--- src/rtl/button_led_ctrl_if.sv ---
// Board-side signal bundle for button_led_ctrl: raw buttons in, LED bank, mode and press pulses out.
// The master side drives the buttons; the slave side is the controller.
interface button_led_ctrl_if #(
  parameter int LED_W = 3
);
  logic             button_0;
  logic             button_1;
  logic             button_2;
  logic [LED_W-1:0] led;
  logic             mode;
  logic [2:0]       press;

  modport master (
    output button_0, button_1, button_2,
    input  led, mode, press
  );

  modport slave (
    input  button_0, button_1, button_2,
    output led, mode, press
  );
endinterface

--- src/rtl/button_led_ctrl.sv ---
// Synchronises and debounces three active-low buttons, emits one-cycle press pulses,
// and drives an LED bank as a binary counter (COUNT) or a rotating one-hot (SHIFT).
module button_led_ctrl #(
  parameter int LED_W           = 3,
  parameter int DEBOUNCE_CYCLES = 4,
  parameter int SYNC_STAGES     = 2
) (
  input logic              clk,
  input logic              rst_n,
  button_led_ctrl_if.slave bus
);
  localparam int                CNT_W    = $clog2(DEBOUNCE_CYCLES + 1);
  localparam logic [CNT_W-1:0]  CNT_LAST = CNT_W'(DEBOUNCE_CYCLES - 1);
  localparam logic [LED_W-1:0]  LED_ONE  = LED_W'(1);

  logic [2:0]             btn_raw;
  logic [SYNC_STAGES-1:0] sync_q [3];
  logic [SYNC_STAGES-1:0] sync_d [3];
  logic [CNT_W-1:0]       cnt_q  [3];
  logic [CNT_W-1:0]       cnt_d  [3];
  logic [2:0]             db_q, db_d;
  logic [2:0]             db_prev_q, db_prev_d;
  logic [2:0]             press_q, press_d;
  logic [LED_W-1:0]       led_q, led_d;
  logic                   mode_q, mode_d;

  assign btn_raw = {bus.button_2, bus.button_1, bus.button_0};

  // NOTE: every variable gets a default before any branch so no latch is inferred.
  always_comb begin
    db_d      = db_q;
    db_prev_d = db_q;
    // Falling edge of the debounced level, registered once more to line up the pulse.
    press_d   = db_prev_q & ~db_q;
    for (int i = 0; i < 3; i++) begin
      sync_d[i] = {sync_q[i][SYNC_STAGES-2:0], btn_raw[i]};
      cnt_d[i]  = '0;
      if (sync_q[i][SYNC_STAGES-1] != db_q[i]) begin
        if (cnt_q[i] == CNT_LAST) begin
          db_d[i] = ~db_q[i];
        end else begin
          cnt_d[i] = cnt_q[i] + CNT_W'(1);
        end
      end
    end
  end

  always_comb begin
    led_d  = led_q;
    mode_d = mode_q;
    if (press_q[2]) begin
      mode_d = ~mode_q;
      // A blank bank would stay blank forever under rotation, so seed it.
      if (!mode_q && led_q == '0) begin
        led_d = LED_ONE;
      end
    end else if (press_q[0] && !press_q[1]) begin
      led_d = mode_q ? {led_q[LED_W-2:0], led_q[LED_W-1]} : led_q + LED_ONE;
    end else if (press_q[1] && !press_q[0]) begin
      led_d = mode_q ? {led_q[0], led_q[LED_W-1:1]} : led_q - LED_ONE;
    end
  end

  // NOTE: sequential state uses non-blocking assignments only.
  always_ff @(posedge clk or negedge rst_n) begin
    if (!rst_n) begin
      for (int i = 0; i < 3; i++) begin
        sync_q[i] <= '1;
        cnt_q[i]  <= '0;
      end
      db_q      <= '1;
      db_prev_q <= '1;
      press_q   <= '0;
      led_q     <= '0;
      mode_q    <= 1'b0;
    end else begin
      for (int i = 0; i < 3; i++) begin
        sync_q[i] <= sync_d[i];
        cnt_q[i]  <= cnt_d[i];
      end
      db_q      <= db_d;
      db_prev_q <= db_prev_d;
      press_q   <= press_d;
      led_q     <= led_d;
      mode_q    <= mode_d;
    end
  end

  assign bus.led   = led_q;
  assign bus.mode  = mode_q;
  assign bus.press = press_q;
endmodule

--- src/flat_wrapper.sv ---
// flat-port wrapper written by rule: the top's interface ports become plain ports
module button_led_ctrl_flat 
#(
  parameter int LED_W           = 3,
  parameter int DEBOUNCE_CYCLES = 4,
  parameter int SYNC_STAGES     = 2
)
  (clk, rst_n, bus_button_0, bus_button_1, bus_button_2, bus_led, bus_mode, bus_press);
  button_led_ctrl_if #(.LED_W(LED_W)) bus_i ();
  input logic clk;
  input logic rst_n;
  input wire logic [$bits(bus_i.button_0)-1:0] bus_button_0;
  input wire logic [$bits(bus_i.button_1)-1:0] bus_button_1;
  input wire logic [$bits(bus_i.button_2)-1:0] bus_button_2;
  output wire logic [$bits(bus_i.led)-1:0] bus_led;
  output wire logic [$bits(bus_i.mode)-1:0] bus_mode;
  output wire logic [$bits(bus_i.press)-1:0] bus_press;
  assign bus_i.button_0 = bus_button_0;
  assign bus_i.button_1 = bus_button_1;
  assign bus_i.button_2 = bus_button_2;
  assign bus_led = bus_i.led;
  assign bus_mode = bus_i.mode;
  assign bus_press = bus_i.press;
  button_led_ctrl #(.LED_W(LED_W), .DEBOUNCE_CYCLES(DEBOUNCE_CYCLES), .SYNC_STAGES(SYNC_STAGES)) u_core (.clk(clk), .rst_n(rst_n), .bus(bus_i));
endmodule
--- config.mk ---
export PLATFORM = sky130hd
export DESIGN_NAME = button_led_ctrl_flat
export DESIGN_NICKNAME = d
export VERILOG_FILES = /design/src/rtl/button_led_ctrl_if.sv /design/src/rtl/button_led_ctrl.sv /design/src/flat_wrapper.sv
export SDC_FILE = /design/constraint.sdc
export NUM_CORES = 1
export LEC_CHECK = 0
export ABC_AREA = 1
export CAP_MARGIN = 20
export CELL_PAD_IN_SITES_DETAIL_PLACEMENT = 1
export CELL_PAD_IN_SITES_GLOBAL_PLACEMENT = 2
export CORE_UTILIZATION = 25
export DETAILED_ROUTE_END_ITERATION = 16
export GPL_TIMING_DRIVEN = 0
export PLACE_DENSITY_LB_ADDON = 0.12
export SLEW_MARGIN = 25
export SYNTH_ARGS = -nofsm -noshare
export SYNTH_HDL_FRONTEND = slang
export SYNTH_SLANG_ARGS = --single-unit
export TNS_END_PERCENT = 100
--- constraint.sdc ---
create_clock -name clk -period 2.6 [get_ports clk]
set_clock_uncertainty 0.05 [all_clocks]
set_input_delay 0.52 -clock clk [delete_from_list [all_inputs] [get_ports clk]]
set_output_delay 0.52 -clock clk [all_outputs]
set_load 0.03 [all_outputs]
==> run metrics <==
initial antenna violation count 0; Post-synth ARST share 100%; fin crit share 79.5%; clk sinks 28; Worst Max-Slew Pin Slew 620 ps; Syn Nets 120; register area 716 um2; Max stage delay on crit path 730 ps; Nets 136; clk slew on worst S/H paths 90 ps; Seq pwr share 41.5%; TritonCTS Buffers 3; final-layout fill cell count 500; critical path fanouts, max 7; Layout Cells excl Fill 175; Tmin final 2070 ps; fin. max-slew vios 0; first-pass GRT wire length 3610 um; count of cell types in the netlist 20; starting density of the core 26.5%; crit path launch u_core.bus.led[2]; Yosys warning count 0; WL per Instance 11.5 um; Final TNS setup 0 ps; Post-CTS Resized 0; die height 70.6 um; H-tree depth 1; CP max-delay cell clkdlybuf4s50_1; Slew headroom 58.7%; crit path buf inv count 1; critical path class flop to output pin; drt initial violations 31; Simple-Gate Fraction of Synth Area 14.8%; Area growth syn-to-layout 19.1%; postcts setup bufs 0; critical path cell sequence clkdlybuf4s50_1; P_leak 0.000641 uW; switch share 39.1%; largest family of logic cells by synthesized area simple AND/OR/NAND/NOR gates; GRT Resource Usage Total 9.31%; total grt overflow 0; adder-cell area share of the yosys netlist 7.45%; Core Region 4440 um2; sequential-to-total area share from yosys stat 60.9%; compound-gate portion of the synthesized area 3.72%; DRT antenna net count 0; row cnt 24; Yosys top cell area share 34.0%; PortBufs 11; vias 733; Synth area leaders dfrtp_1, dfstp_2, ha_1; I/O pin cnt 12; Worst Reg-to-Reg Cells 6; number of global-route vias before repair 778; Combinational Power Share 43.5%; maximum clock frequency 0.484 GHz; DP Cell Count 171; mux contribution to synthesized area 2.87%; Clk network pwr share 15.0%; Avg Cell Area, Syn 10.9 um2; Skew-Pair Late Insertion Delay 270 ps; Critical Path RT 2030 ps; Peak VDD IR 0.298 mV; Post-Syn Area 1180 um2; power per cell area 1260 nW/um2; Crit path arrival time 1500 ps; ys flop type dfrtp_1; Die ar. 4980 um2; vias per cell 4.19; Final Hold Fails 0; Total Wirelength 2020 um; Post-synth EDFFs 0; CTS tree done; DRC errors left 2; Sw Pwr 691 uW; layout cells sized above 1 20.3%; largest net degree at the start of global routing 29; Worst Setup End Kind output pin; internal power 1080 uW; end of the critical path bus_led[2]; delay-heaviest family, CP buffers and inverters; router iterations before antenna repair 9; reg-to-reg endpoint u_core.bus.led[1]; XOR/XNOR share of the synthesized area 2.98%; RSZ-0062 raised after global routing no; ant diodes 0; Die Wd 70.6 um; final setup fails 0; worst-case clock buffer depth 2; post-synthesis cell count 108; reg2reg start u_core.bus.led[1]; maxcap violations 0; HP Class primary input to async pin; failing checks design-rule violations; startpoint class of the critical path flop; post-synth top area cell dfrtp_1; register-to-register setup slack 1140 ps; area occupied by multi-input gates 374 um2; hold buffers post-CTS 0; Crit. path cell count 1; detailed placer's ending HPWL 1490 um; root buf cell clkbuf_8; synthesized flop and latch total 28; status finished, violations left; routability cong. 0.683
==> cell usage after synthesis, types with 3 or more instances <==
master / number
mux2_2: 3
xnor2_1: 3
nor2_1: 7
nor3b_1: 3
nand2_1: 20
ha_1: 7
a21oi_1: 3
nor3_1: 3
inv_1: 16
o21ai_0: 3
nand3_1: 5
dfrtp_1: 16
dfstp_2: 12
==> layer usage <==
layer	global-route usage (%)	up-vias	wire length [um]
li1	-	362	-
met2	14.9	11	965
met4	4.67	0	37
met1	11.9	356	955
met5	0	-	0
met3	2.14	4	60
==> worst min-delay path by stage <==
| stage | startpoint | depth (start not counted) | endpoint |
|---|---|---|---|
| global placement | u_core.sync_d[3] | 0 | u_core.sync_q[3] |
| detailed placement | u_core.sync_d[5] | 0 | u_core.sync_q[5] |
| finish | rst_n | 1 | u_core.cnt_q[0] |
| CTS | rst_n | 1 | u_core.cnt_q[0] |
| floorplan | rst_n | 0 | u_core.bus.led[0] |
| global route | rst_n | 1 | u_core.cnt_q[0] |
==> layout by cell type, fill, tap and decap left out, drive strengths merged <==
cell / synthesis / layout
xnor2: 3 / 3
clkdlybuf4s50: 0 / 10
clkbuf: 0 / 4
dfrtp: 16 / 16
nand3: 6 / 6
inv: 18 / 18
nor3: 3 / 3
o21ai: 5 / 5
nor2: 7 / 7
dfstp: 12 / 12
nand2: 20 / 20
xor2: 1 / 1
buf: 1 / 2
nor3b: 3 / 3
a21oi: 3 / 3
ha: 7 / 7
mux2: 3 / 3
==> state kept, by name, indices dropped and copies added, names as in the netlist <==
register / cells
u_core.db_prev_q: 3
u_core.bus.press: 3
u_core.bus.mode: 1
u_core.sync_d: 3
u_core.bus.led: 3
u_core.cnt_q: 9
u_core.db_prev_d: 3
u_core.sync_q: 3
==> stage by stage <==
| step | instance area, um2 | utilization, % | setup WS, ps | hold WS [ps] | power (uW) |
|---|---|---|---|---|---|
| floorplan | 1180 | - | 1120 | 174 | 1270 |
| global route | 1400 | 31.5 | 480 | 239 | 1930 |
| detailed placement | 1350 | 30.3 | 836 | 298 | 1540 |
| CTS | 1400 | 31.5 | 517 | 209 | 1810 |
| global placement | 1350 | 30.4 | 542 | 295 | 1510 |
| finish | 1400 | 31.5 | 532 | 204 | 1770 |
==> kinds of logic after synthesis <==
group / after synthesis
AOI/OAI and AO/OA: 8
xor gates and xnor gates: 4
adders and majority gates: 7
buffers and inverters: 19
DFF: 28
muxes: 3
and+or+nand+nor: 39
==> area by class of cell <==
cell class | instances | share of cell area [%]
buffer | 1 | 0.804
clock buffer | 4 | 3.93
inverter | 18 | 5.36
multi-input combinational | 61 | 26.7
sequential | 28 | 51.1
tap | 52 | 4.64
timing repair buffer | 11 | 7.50
==> power by group through the flow <==
stage | Sequential, uW | Combinational, uW | Clock, uW
after global placement | 737 | 770 | 0
after CTS | 740 | 792 | 282
after floorplan | 820 | 451 | 0
after global routing | 758 | 878 | 298
final | 734 | 768 | 265
after detailed placement | 747 | 789 | 0
Power figures use the tool's default switching activity.
